[src/rtl/cpu_hazard_pkg.sv]
// cpu_hazard_pkg: shared constants and scoreboard entry type for the forwarding/hazard unit.
//   FWD_RF            forward select value meaning "read the register file"
//   ST_EX/ST_MEM/ST_WB stage indices after ID
//   entry_t           one in-flight writer {v, rd, lat}
package cpu_hazard_pkg;
   localparam int FWD_RF = 0;
   localparam int ST_EX = 1;
   localparam int ST_MEM = 2;
   localparam int ST_WB = 3;
   // Fixed-width fields so the type can be shared; AW and LAT_W must fit.
   localparam int ENT_RD_W = 8;
   localparam int ENT_LAT_W = 8;
   typedef struct packed {
      logic v;
      logic [ENT_RD_W-1:0] rd;
      logic [ENT_LAT_W-1:0] lat;
   } entry_t;
endpackage

[src/rtl/fwd_hazard_scoreboard_if.sv]
// fwd_hazard_scoreboard_if: ID-stage bundle between the pipeline control and the hazard scoreboard.
//   master (ID stage): drives issue_*, src_*, hold, flush; reads fwd_sel, stall, stall_cnt
//   slave (scoreboard): the reverse
interface fwd_hazard_scoreboard_if #(
   parameter int AW = 5,
   parameter int NUM_SRC = 2,
   parameter int DEPTH = 3,
   parameter int LAT_W = $clog2(DEPTH),
   parameter int SEL_W = $clog2(DEPTH + 1),
   parameter int CNT_W = 16
);
   logic issue_valid;
   logic issue_wrEn;
   logic [AW-1:0] issue_rd;
   logic [LAT_W-1:0] issue_lat;
   logic [NUM_SRC*AW-1:0] src_addr;
   logic [NUM_SRC-1:0] src_used;
   logic hold;
   logic flush;
   logic [NUM_SRC*SEL_W-1:0] fwd_sel;
   logic stall;
   logic [CNT_W-1:0] stall_cnt;
   modport master (
      output issue_valid, issue_wrEn, issue_rd, issue_lat, src_addr, src_used, hold, flush,
      input fwd_sel, stall, stall_cnt
   );
   modport slave (
      input issue_valid, issue_wrEn, issue_rd, issue_lat, src_addr, src_used, hold, flush,
      output fwd_sel, stall, stall_cnt
   );
endinterface

[src/rtl/fwd_hazard_scoreboard_src_match.sv]
// fwd_src_match: per-source priority lookup over the in-flight writers.
//   ent         scoreboard entries, index 1 = youngest (EX)
//   addr, used  source register address and whether it is read
//   sel         0 = register file, s = forward from stage s
//   need_stall  youngest matching producer has no result yet
module fwd_src_match
   import cpu_hazard_pkg::*;
#(
   parameter int AW = 5,
   parameter int DEPTH = 3,
   parameter int SEL_W = 2
) (
   input entry_t [DEPTH:1] ent,
   input logic [AW-1:0] addr,
   input logic used,
   output logic [SEL_W-1:0] sel,
   output logic need_stall
);
   // Scan oldest to youngest so the lowest matching stage overrides.
   always_comb begin
      sel = SEL_W'(FWD_RF);
      need_stall = 1'b0;
      for (int s = DEPTH; s >= ST_EX; s--)
         if (used && addr != '0 && ent[s].v && ent[s].rd == ENT_RD_W'(addr)) begin
            sel = (s > int'(ent[s].lat)) ? SEL_W'(s) : SEL_W'(FWD_RF);
            need_stall = s <= int'(ent[s].lat);
         end
   end
endmodule

[src/rtl/fwd_hazard_scoreboard.sv]
// fwd_hazard_scoreboard: shift-register scoreboard of in-flight writers driving bypass selects and the ID stall.
//   clk, reset_n  pipeline clock, asynchronous active-low reset
//   bus (slave)   issue/source info in; fwd_sel, stall, saturating stall_cnt out
module fwd_hazard_scoreboard
   import cpu_hazard_pkg::*;
#(
   parameter int AW = 5,
   parameter int NUM_SRC = 2,
   parameter int DEPTH = 3,
   parameter int LAT_W = $clog2(DEPTH),
   parameter int SEL_W = $clog2(DEPTH + 1),
   parameter int CNT_W = 16
) (
   input logic clk,
   input logic reset_n,
   fwd_hazard_scoreboard_if.slave bus
);
   if (DEPTH < ST_MEM || AW > ENT_RD_W || LAT_W > ENT_LAT_W)
      $error("fwd_hazard_scoreboard: unsupported parameter set");
   entry_t [DEPTH:1] ent;
   entry_t [DEPTH:1] ent_nxt;
   logic [NUM_SRC-1:0] need;
   logic [CNT_W-1:0] cnt;
   logic alloc;
   for (genvar i = 0; i < NUM_SRC; i++) begin : g_src
      fwd_src_match #(.AW(AW), .DEPTH(DEPTH), .SEL_W(SEL_W)) u_match (
         .ent(ent),
         .addr(bus.src_addr[i*AW +: AW]),
         .used(bus.src_used[i]),
         .sel(bus.fwd_sel[i*SEL_W +: SEL_W]),
         .need_stall(need[i])
      );
   end
   assign bus.stall = bus.issue_valid & |need;
   assign bus.stall_cnt = cnt;
   assign alloc = bus.issue_valid & bus.issue_wrEn & (bus.issue_rd != '0) & ~bus.stall & ~bus.flush;
   // Flush kills both the instruction in ID (no alloc) and the one leaving EX.
   always_comb begin
      ent_nxt = ent;
      ent_nxt[DEPTH:2] = ent[DEPTH-1:1];
      ent_nxt[ST_MEM].v = ent[ST_EX].v & ~bus.flush;
      ent_nxt[ST_EX] = alloc ? entry_t'{v: 1'b1, rd: ENT_RD_W'(bus.issue_rd), lat: ENT_LAT_W'(bus.issue_lat)} : '0;
   end
   always_ff @(posedge clk or negedge reset_n)
      if (!reset_n) begin
         ent <= '0;
         cnt <= '0;
      end else if (!bus.hold) begin
         ent <= ent_nxt;
         if (bus.stall && cnt != '1) cnt <= cnt + 1'b1;
      end
endmodule

[src/flat_wrapper.sv]
// flat-port wrapper written by rule: the top's interface ports become plain ports
module fwd_hazard_scoreboard_flat import cpu_hazard_pkg::*;
#(
   parameter int AW = 5,
   parameter int NUM_SRC = 2,
   parameter int DEPTH = 3,
   parameter int LAT_W = $clog2(DEPTH),
   parameter int SEL_W = $clog2(DEPTH + 1),
   parameter int CNT_W = 16
)
  (clk, reset_n, bus_issue_valid, bus_issue_wrEn, bus_issue_rd, bus_issue_lat, bus_src_addr, bus_src_used, bus_hold, bus_flush, bus_fwd_sel, bus_stall, bus_stall_cnt);
  fwd_hazard_scoreboard_if #(.AW(AW), .NUM_SRC(NUM_SRC), .DEPTH(DEPTH), .LAT_W(LAT_W), .SEL_W(SEL_W), .CNT_W(CNT_W)) bus_i ();
  input logic clk;
  input logic reset_n;
  input wire logic [$bits(bus_i.issue_valid)-1:0] bus_issue_valid;
  input wire logic [$bits(bus_i.issue_wrEn)-1:0] bus_issue_wrEn;
  input wire logic [$bits(bus_i.issue_rd)-1:0] bus_issue_rd;
  input wire logic [$bits(bus_i.issue_lat)-1:0] bus_issue_lat;
  input wire logic [$bits(bus_i.src_addr)-1:0] bus_src_addr;
  input wire logic [$bits(bus_i.src_used)-1:0] bus_src_used;
  input wire logic [$bits(bus_i.hold)-1:0] bus_hold;
  input wire logic [$bits(bus_i.flush)-1:0] bus_flush;
  output wire logic [$bits(bus_i.fwd_sel)-1:0] bus_fwd_sel;
  output wire logic [$bits(bus_i.stall)-1:0] bus_stall;
  output wire logic [$bits(bus_i.stall_cnt)-1:0] bus_stall_cnt;
  assign bus_i.issue_valid = bus_issue_valid;
  assign bus_i.issue_wrEn = bus_issue_wrEn;
  assign bus_i.issue_rd = bus_issue_rd;
  assign bus_i.issue_lat = bus_issue_lat;
  assign bus_i.src_addr = bus_src_addr;
  assign bus_i.src_used = bus_src_used;
  assign bus_i.hold = bus_hold;
  assign bus_i.flush = bus_flush;
  assign bus_fwd_sel = bus_i.fwd_sel;
  assign bus_stall = bus_i.stall;
  assign bus_stall_cnt = bus_i.stall_cnt;
  fwd_hazard_scoreboard #(.AW(AW), .NUM_SRC(NUM_SRC), .DEPTH(DEPTH), .LAT_W(LAT_W), .SEL_W(SEL_W), .CNT_W(CNT_W)) u_core (.clk(clk), .reset_n(reset_n), .bus(bus_i));
endmodule
[config.mk]
export PLATFORM = sky130hd
export DESIGN_NAME = fwd_hazard_scoreboard_flat
export DESIGN_NICKNAME = d
export VERILOG_FILES = /design/src/rtl/cpu_hazard_pkg.sv /design/src/rtl/fwd_hazard_scoreboard_if.sv /design/src/rtl/fwd_hazard_scoreboard_src_match.sv /design/src/rtl/fwd_hazard_scoreboard.sv /design/src/flat_wrapper.sv
export SDC_FILE = /design/constraint.sdc
export NUM_CORES = 1
export LEC_CHECK = 0
export BUFFER_PORTS_ARGS = -buffer_cell sky130_fd_sc_hd__buf_2
export CAP_MARGIN = 20
export CORE_MARGIN = 4
export CORE_UTILIZATION = 50
export DETAILED_ROUTE_END_ITERATION = 8
export GPL_ROUTABILITY_DRIVEN = 0
export PLACE_DENSITY = 0.74
export SYNTH_ARGS = -nofsm -noshare
export SYNTH_HDL_FRONTEND = slang
export SYNTH_SLANG_ARGS = --single-unit
[constraint.sdc]
create_clock -name clk -period 5.9 [get_ports clk]
set_input_delay 1.77 -clock clk [delete_from_list [all_inputs] [get_ports clk]]
set_output_delay 1.77 -clock clk [all_outputs]
set_load 0.02 [all_outputs]
# Word-level counts from Yosys, hierarchy flattened
# Index checks and enable logic that the tools add are counted.
# word_totals
reg_bits	67
in_bits	25
output_inout_bits	21
word_cells	69
# op_classes
addsub	1
magnitude_cmp	6
eq_ne	7
muxes	16
n_bitwise	9
n_reduce_logical	20
# op_table
cell	n
8-bit by 5-bit equality test with 1-bit output	6
17-bit two-way mux	1
16-bit by 1-bit adder with 16-bit output, second input constant	1
2-bit by 8-bit > comparator with 1-bit output, first input constant	2
2-bit by 8-bit <= comparator with 1-bit output, first input constant	2
2-bit two-way mux	8
16-bit != test, second input constant	1
1-bit logical AND	15
5-bit nonzero test	3
1-bit by 8-bit > comparator with 1-bit output, first input constant	1
1-bit by 8-bit <= comparator with 1-bit output, first input constant	1
1-bit two-way mux	7
1-bit bitwise AND	6
1-bit inverter	3
2-bit AND reduction	1
2-bit OR reduction	1

# Longest topological paths before layout
# Gate-level depths: netlist (run 1).
# logic_depth
depth_word	13
mapped_depth	9

# By module
# Synthesis (run 1) repeated with hierarchy kept, for this count alone.
# hier_totals
hier_cells	213
hier_area_um2	2378.5
# by_module_without_submodules
mod	instances	cells_each	area_per_inst_um2
fwd_hazard_scoreboard	1	129	1720.4
fwd_src_match	2	42	329.1

# Worst setup path before layout (run 1)
# OpenSTA, ideal clock, no wires.
# synth_path
kind	input to output
from	input bus_src_addr[1]
to	output bus_stall
arrival_ps	3288
required_time_ps	4130
setup_slack_ps	842
path_stages	6
path_cell_list	or4_1 -> o21ai_2 -> nor4_1 -> and3b_1 -> o31a_1 -> o21a_1
# synth_via
elab_chain_cells	9
word_cells_on_any_way	16
# synth_lines
item	line	rtl
start, declared	flat_wrapper.sv:19	input wire logic [$bits(bus_i.src_addr)-1:0] bus_src_addr;
5-bit nonzero test	fwd_hazard_scoreboard_src_match.sv:24	if (used && addr != '0 && ent[s].v && ent[s].rd == ENT_RD_W'(addr)) begin
1-bit logical AND (3 in a row)	fwd_hazard_scoreboard_src_match.sv:24	
1-bit two-way mux (2 in a row)	fwd_hazard_scoreboard_src_match.sv:24	
1-bit two-way mux *	fwd_hazard_scoreboard_src_match.sv:24	
2-bit OR reduction *	fwd_hazard_scoreboard.sv:34	assign bus.stall = bus.issue_valid & |need;
1-bit bitwise AND *	fwd_hazard_scoreboard.sv:34	
end, declared	flat_wrapper.sv:24	output wire logic [$bits(bus_i.stall)-1:0] bus_stall;
# Every way passes the cells marked *; elsewhere a longest branch is shown, timed or not.

# Worst setup path after layout (run 1)
# Same ends and word-level chain as after synthesis.

==> impl_metrics.json, run 1 <==
{
  "r2r_start": "u_core.ent[28]",
  "dpl.hpwl_um": 3510,
  "avgSynthCellArea_um2": 11.1,
  "slew_headroom_pct": 42.4,
  "syn_nets": 220,
  "start_util_pct": 52.8,
  "final_cell_mix": "45 x buf_2, 40 x dfrtp_1, 24 x xor2_1, 21 x xnor2_1, 15 x mux2_2",
  "die_h_um": 73.7,
  "fin_tns_setup_ps": 0,
  "cts.sinks": 40,
  "synthFlopType": "dfrtp_1",
  "worstPathMaxFanout": 4,
  "leakage_nw": 1.27,
  "placedCellCount": 285,
  "cp.arrival_ps": 3620,
  "grt_pass1_vias": 1640,
  "ir_worst_vdd_mv": 0.147,
  "postCtsSetupBuffers": 0,
  "synth_cell_types": 36,
  "antenna_found_initial": 0,
  "grt_use_total_pct": 19.3,
  "synth_edf_count": 0,
  "clk_pin_slew_ps": 80,
  "grt_start_max_net_pins": 41,
  "startpoint": "bus_src_addr[1]",
  "criticalPathCategory": "primary input to output port",
  "drive_gt1_share_pct": 30.0,
  "power_density_nw_per_um2": 227,
  "grt-ovfl-total": 0,
  "hold_path_class": "flip-flop to flip-flop",
  "r2r-end": "u_core.bus.stall_cnt[1]",
  "hold_buffers": 0,
  "design_area_um2": 2540,
  "ant_nets": 0,
  "yosysSeqAreaShare_pct": 46.4,
  "syn_inst": 194,
  "clock_skew_ps": 5.78,
  "n_antenna_cell": 0,
  "cp.required_ps": 4130,
  "worstMarginPinSlew_ps": 864,
  "timing.final.ws_setup_ps": 506,
  "start_kind": "primary input",
  "fillers": 340,
  "wl_per_cell_um": 16.1,
  "totalWireLength_um": 4710,
  "drt-initial-drc-count": 98,
  "clkLatencyLatePin_ps": 290,
  "cts_tree": "yes",
  "area_delta_synth_final_pct": 17.6,
  "endpoint_kind": "output port",
  "post_drt_via_cell_ratio": 5.57,
  "vias": 1633,
  "ys_ff_latch": 40,
  "critPathCapture": "bus_stall",
  "fmax_mhz": 185,
  "whs_ps": 488,
  "post-place-ws_ps": 517,
  "drc": 0,
  "yosysWarnings": 0,
  "place_area_um2": 2420,
  "io_buffers": 45,
  "worstRegToRegCells": 7,
  "finalCritPeriodShare_pct": 91.4,
  "firstDrtPassIters": 5,
  "layout_min_cycle_time_ps": 5390,
  "cts-htree-levels": 2,
  "ioPinCount": 46,
  "drv_cap": 0,
  "slew_violations": 0,
  "async_reset_ff_share_pct": 100,
  "synth_area_um2": 2160,
  "final_common_cell": "buf_2",
  "nNetsFinal": 268,
  "dieArea_um2": 5430,
  "cts.path.max_buffers": 2,
  "clockRootBuffer": "clkbuf_8",
  "final-hold-violation-count": 0,
  "final_util_pct": 62.1,
  "cts_resized": 0,
  "core_area_um2": 4090,
  "grt_pass1_wl_um": 7980,
  "status": "finished, final reports clean",
  "r2r_slack_ps": 3200,
  "die_w_um": 73.7,
  "power_mw": 0.575,
  "instances_no_fill": 293,
  "rows": 23,
  "rsz0062_at_grt": "no",
  "cts_buffers": 5,
  "finalSetupViolations": 0
}
[Yosys cell counts, types with 2 or more instances]
library cell | count | area share, %
xor2_1 | 24 | 9.8
xnor2_1 | 21 | 8.5
nand2_1 | 12 | 2.1
a22o_1 | 8 | 3.3
nand3_1 | 9 | 2.1
dfrtp_1 | 40 | 46
or4_1 | 4 | 1.4
buf_1 | 2 | 0.35
nor3_1 | 9 | 2.1
nor2_1 | 9 | 1.6
nor3b_1 | 4 | 1.4
nor4_1 | 3 | 0.87
nand4_1 | 3 | 0.87
and3_1 | 4 | 1.2
o21a_1 | 2 | 0.70
mux2_2 | 15 | 7.8
o21ai_0 | 2 | 0.46
o21ai_2 | 2 | 0.81
nand2b_1 | 4 | 1.2
[final cells by class]
class,count,area (um^2),share of cell area [%]
sequential,40,1000,39.5
multi-input combinational,149,1130,44.6
clock buffer,5,68.8,2.71
inverter,1,3.75,0.148
clock inverter,3,42.5,1.68
tap,50,62.6,2.47
timing repair buffer,45,225,8.88
[metal layers]
| layer | wire (um) | global-route usage (%) | vias to the layer above | part of all wire, % |
|---|---|---|---|---|
| met3 | 271 | 4.65 | 6 | 5.8 |
| met2 | 2280 | 29.1 | 48 | 48 |
| met5 | 0 | 0 | - | 0 |
| li1 | - | - | 789 | - |
| met1 | 2090 | 27.1 | 790 | 44 |
| met4 | 63 | 6.44 | 0 | 1.3 |
[critical path, cell delays in order]
cell,delay (ps)
buf_2,130
or4_1,530
o21ai_2,210
nor4_1,110
and3b_1,190
o31a_1,310
o21a_1,210
buf_2,160
[logic make-up (layout without fill, tap and decap cells)]
group | count (synthesis) | in the layout | synth area share [%]
DFF | 40 | 40 | 46.4
AOI/OAI and AO/OA | 23 | 23 | 8.94
buffers and inverters | 5 | 54 | 1.04
and+or+nand+nor | 65 | 65 | 16.9
muxes | 15 | 15 | 7.84
xor gates and xnor gates | 45 | 45 | 18.3
adders and majority gates | 1 | 1 | 0.580
[how the worst min path moves through the flow]
stage                        startpoint                  endpoint  slack, ps  cells after the start
4_1_cts        u_core.bus.stall_cnt[12]  u_core.bus.stall_cnt[12]        490                      1
3_5_place_dp   u_core.bus.stall_cnt[12]  u_core.bus.stall_cnt[12]        470                      1
2_1_floorplan            u_core.ent[35]            u_core.ent[35]        470                      2
6_report       u_core.bus.stall_cnt[12]  u_core.bus.stall_cnt[12]        490                      1
3_3_place_gp    u_core.bus.stall_cnt[6]   u_core.bus.stall_cnt[6]        470                      1
5_1_grt         u_core.bus.stall_cnt[6]   u_core.bus.stall_cnt[6]        510                      1
[registers in the layout, summed over array words and instances, names as in the netlist]
name                  cells
u_core.bus.stall_cnt     16
u_core.ent               24
[where the power goes]
part | internal (mW) | switching [mW] | total [mW]
logic | 0.0275 | 0.0306 | 0.0581
registers | 0.282 | 0.0108 | 0.293
clock network | 0.125 | 0.0983 | 0.223
No activity file was read; power rests on OpenSTA's default activity.
==> run 2: changes to the inputs <==
Settings changed: CORE_MARGIN 4 to not set.
==> impl_metrics.json, run 2 (synthesis results as in run 1) <==
{
  "grt_pass1_wl_um": 7710,
  "worstPathMaxFanout": 4,
  "drive_gt1_share_pct": 29.8,
  "cts-htree-levels": 2,
  "worstMarginPinSlew_ps": 894,
  "slew_violations": 0,
  "criticalPathCategory": "primary input to output port",
  "die_h_um": 67.7,
  "drc": 0,
  "hold_buffers": 0,
  "core_area_um2": 4060,
  "vias": 1641,
  "n_antenna_cell": 0,
  "status": "finished, final reports clean",
  "grt_pass1_vias": 1585,
  "clkLatencyLatePin_ps": 290,
  "ioPinCount": 46,
  "die_w_um": 67.7,
  "totalWireLength_um": 4750,
  "cts.path.max_buffers": 2,
  "cp.arrival_ps": 3610,
  "post_drt_via_cell_ratio": 5.62,
  "slew_headroom_pct": 40.4,
  "rows": 23,
  "design_area_um2": 2510,
  "firstDrtPassIters": 6,
  "start_kind": "primary input",
  "drt-initial-drc-count": 113,
  "ir_worst_vdd_mv": 0.132,
  "endpoint_kind": "output port",
  "grt-ovfl-total": 0,
  "fin_tns_setup_ps": 0,
  "wl_per_cell_um": 16.3,
  "drv_cap": 0,
  "placedCellCount": 285,
  "power_density_nw_per_um2": 209,
  "final_common_cell": "buf_2",
  "grt_start_max_net_pins": 41,
  "nNetsFinal": 268,
  "clk_pin_slew_ps": 70,
  "r2r_slack_ps": 3200,
  "postCtsSetupBuffers": 0,
  "final-hold-violation-count": 0,
  "grt_use_total_pct": 23.7,
  "ant_nets": 0,
  "area_delta_synth_final_pct": 16.3,
  "finalCritPeriodShare_pct": 91.1,
  "cts.sinks": 40,
  "cts_buffers": 5,
  "place_area_um2": 2420,
  "fmax_mhz": 186,
  "power_mw": 0.525,
  "hold_path_class": "flip-flop to flip-flop",
  "start_util_pct": 53.1,
  "io_buffers": 45,
  "instances_no_fill": 292,
  "antenna_found_initial": 0,
  "largest-register": "u_core.ent",
  "finalSetupViolations": 0,
  "cts_tree": "yes",
  "cts_resized": 0,
  "leakage_nw": 1.26,
  "largest_reg_flops": 24,
  "rsz0062_at_grt": "no",
  "dieArea_um2": 4580,
  "final_cell_mix": "45 x buf_2, 40 x dfrtp_1, 24 x xor2_1, 21 x xnor2_1, 15 x mux2_2",
  "clock_skew_ps": 8.18,
  "clockRootBuffer": "clkbuf_8",
  "layout_min_cycle_time_ps": 5380,
  "cp.required_ps": 4130,
  "dpl.hpwl_um": 3460
}
-- run 2: power by group --
part	leakage (nW)	internal, mW	switching (mW)
combinational	0.666	0.0275	0.0318
clock	0.0400	0.0800	0.0921
sequential	0.553	0.283	0.0109
total	1.26	0.390	0.135
-- run 2: layer usage --
| layer | vias up | share of wire, % | GRT usage [%] |
|---|---|---|---|
| li1 | 788 | - | - |
| met1 | 802 | 46 | 31.1 |
| met4 | 0 | 1.1 | 8.78 |
| met5 | - | 0 | 0 |
| met2 | 47 | 48 | 37.0 |
| met3 | 4 | 5.0 | 6.42 |
-- run 2: worst paths after layout --
path / from / end / cells past startpoint
hold reg to reg: u_core.bus.stall_cnt[10] / u_core.bus.stall_cnt[10] / 1
min in group asynchronous: reset_n / u_core.ent[42] / 1
setup / recovery: bus_src_addr[1] / bus_stall / 8
hold / removal: u_core.bus.stall_cnt[10] / u_core.bus.stall_cnt[10] / 1
max in group asynchronous: reset_n / u_core.ent[17] / 1
setup reg to reg: u_core.ent[25] / u_core.bus.stall_cnt[1] / 7
-- run 2: worst max-delay path, cell delays in order --
cell and delay, ps:
buf_2 130, or4_1 530, o21ai_2 210, nor4_1 100
and3b_1 190, o31a_1 300, o21a_1 210, buf_2 160
-- run 2: cell type report --
type / instances / area [um^2]
fill: 356 / 1550
tap: 50 / 62.6
inverter: 1 / 3.75
sequential: 40 / 1000
clock buffer: 5 / 68.8
clock inverter: 2 / 12.5
timing repair buffer: 45 / 225
multi-input combinational: 149 / 1130
-- run 2: through the flow --
step	util [%]	setup slack [ps]	hold WS [ps]
after floorplan	-	842	472
after global placement	59.8	573	467
after detailed placement	59.8	535	474
after CTS	61.8	529	491
after global routing	61.8	465	502
final	61.8	522	486
==> run 3: changes to the inputs <==
Settings changed: CORE_ASPECT_RATIO set to 1.1.
==> impl_metrics.json, run 3 (synthesis results as in run 1) <==
{
  "hold_path_class": "flip-flop to flip-flop",
  "die_h_um": 70.9,
  "clkLatencyLatePin_ps": 280,
  "r2r-end": "u_core.bus.stall_cnt[1]",
  "wl_per_cell_um": 14.5,
  "finalSetupViolations": 0,
  "largest_reg_flops": 24,
  "path_buf_inv": 2,
  "drc": 0,
  "cpPeakStageDelay_ps": 540,
  "drive_gt1_share_pct": 29.8,
  "ir_worst_vdd_mv": 0.156,
  "area_delta_synth_final_pct": 17.1,
  "drv_cap": 0,
  "endpoint_kind": "output port",
  "drt-initial-drc-count": 83,
  "path_common_cell": "buf_2",
  "rsz0062_at_grt": "no",
  "power_mw": 0.540,
  "r2r_slack_ps": 3210,
  "rows": 24,
  "combinationalPowerShare_pct": 10.7,
  "firstDrtPassIters": 4,
  "totalWireLength_um": 4270,
  "cts_tree": "yes",
  "fmax_mhz": 186,
  "core_area_um2": 4050,
  "grt_pass1_wl_um": 7250,
  "r2r_start": "u_core.ent[28]",
  "fin_tns_setup_ps": 0,
  "worstHoldPathCells": 1,
  "worstRegToRegCells": 7,
  "cts.sinks": 40,
  "die_w_um": 64.6,
  "p_sw_share_pct": 23.3,
  "start_kind": "primary input",
  "dpl.hpwl_um": 3230,
  "min_from": "u_core.bus.stall_cnt[10]",
  "clockRootBuffer": "clkbuf_8",
  "final-hold-violation-count": 0,
  "cp.arrival_ps": 3620,
  "grt-ovfl-total": 0,
  "ioPinCount": 46,
  "power_frac_clock_pct": 35.1,
  "final_common_cell": "buf_2",
  "n_antenna_cell": 0,
  "worstMarginPinSlew_ps": 875,
  "path_cells": "buf_2 > or4_1 > o21ai_2 > nor4_1 > and3b_1 > o31a_1 > o21a_1 > buf_2",
  "cts_resized": 0,
  "p_int_mw": 0.414,
  "criticalPathCategory": "primary input to output port",
  "finalCritPeriodShare_pct": 91.3,
  "leakage_nw": 1.27,
  "cp.required_ps": 4130,
  "worstHoldEndpoint": "u_core.bus.stall_cnt[10]",
  "grt_start_max_net_pins": 41,
  "clock_skew_ps": 2.05,
  "ant_nets": 0,
  "io_buffers": 45,
  "crit_family": "simple AND/OR/NAND/NOR gates",
  "worstPathMaxFanout": 4,
  "slew_violations": 0,
  "power_density_nw_per_um2": 214,
  "nNetsFinal": 268,
  "hold_buffers": 0,
  "dieArea_um2": 4580,
  "power_frac_seq_pct": 54.3,
  "cts_buffers": 5,
  "status": "finished, final reports clean",
  "antenna_found_initial": 0,
  "slew_headroom_pct": 41.7,
  "post_drt_via_cell_ratio": 5.46,
  "largest-register": "u_core.ent",
  "final_cell_mix": "45 x buf_2, 40 x dfrtp_1, 24 x xor2_1, 21 x xnor2_1, 15 x mux2_2",
  "layout_min_cycle_time_ps": 5390,
  "vias": 1605,
  "cts.path.max_buffers": 2,
  "start_util_pct": 53.2,
  "postCtsSetupBuffers": 0,
  "netSwitchingPower_mw": 0.126,
  "clk_pin_slew_ps": 70,
  "grt_use_total_pct": 20.8,
  "grt_pass1_vias": 1600,
  "cp_slowest_cell": "or4_1",
  "cts-htree-levels": 2
}
-- run 3: changes by cell type in the layout (fill, tap and decap cells not counted), sizes merged --
cell / delta
clkinv: -1
clkinvlp: -1
clkbuf: +2
-- run 3: power by group through the flow --
| stage | Combinational [mW] | Clock [mW] | Sequential, mW |
|---|---|---|---|
| after floorplan | 0.0335 | 0 | 0.297 |
| after global routing | 0.0648 | 0.206 | 0.294 |
| after CTS | 0.0585 | 0.198 | 0.293 |
| final | 0.0577 | 0.189 | 0.293 |
| after global placement | 0.0573 | 0 | 0.298 |
| after detailed placement | 0.0583 | 0 | 0.298 |
-- run 3: final cells by class --
| class | instances | area [um^2] |
|---|---|---|
| inverters | 1 | 3.75 |
| flip-flops and latches | 40 | 1000 |
| fillers | 380 | 1530 |
| repair buffers | 45 | 225 |
| well taps | 52 | 65.1 |
| multi-input cells | 149 | 1130 |
| clock buffers | 7 | 96.3 |
-- run 3: how the worst max path moves through the flow --
stage,start,cells after the start,slack (ps),to
2_1_floorplan,bus_src_addr[1],6,840,bus_stall
3_3_place_gp,bus_src_addr[1],8,550,bus_stall
3_5_place_dp,bus_src_addr[1],8,520,bus_stall
4_1_cts,bus_src_addr[1],8,520,bus_stall
5_1_grt,bus_src_addr[1],8,420,bus_stall
6_report,bus_src_addr[1],8,510,bus_stall
-- run 3: per-layer routing --
layer | GRT usage, % | part of all wire, % | up-vias
met3 | 4.52 | 4.7 | 8
li1 | - | - | 787
met1 | 26.9 | 47 | 768
met4 | 8.89 | 1.7 | 0
met5 | 0 | 0 | -
met2 | 33.6 | 46 | 42
-- run 3: per-stage QoR --
stage / hold WS (ps) / utilization, % / cell area, um^2 / worst slack (ps) / std cells
after detailed placement: 468 / 59.9 / 2430 / 520 / 287
final: 475 / 62.3 / 2520 / 514 / 294
after CTS: 482 / 62.3 / 2520 / 518 / 294
after global placement: 466 / 59.9 / 2430 / 553 / 287
after global routing: 512 / 62.3 / 2520 / 422 / 294
after floorplan: 472 / - / 2160 / 842 / 194
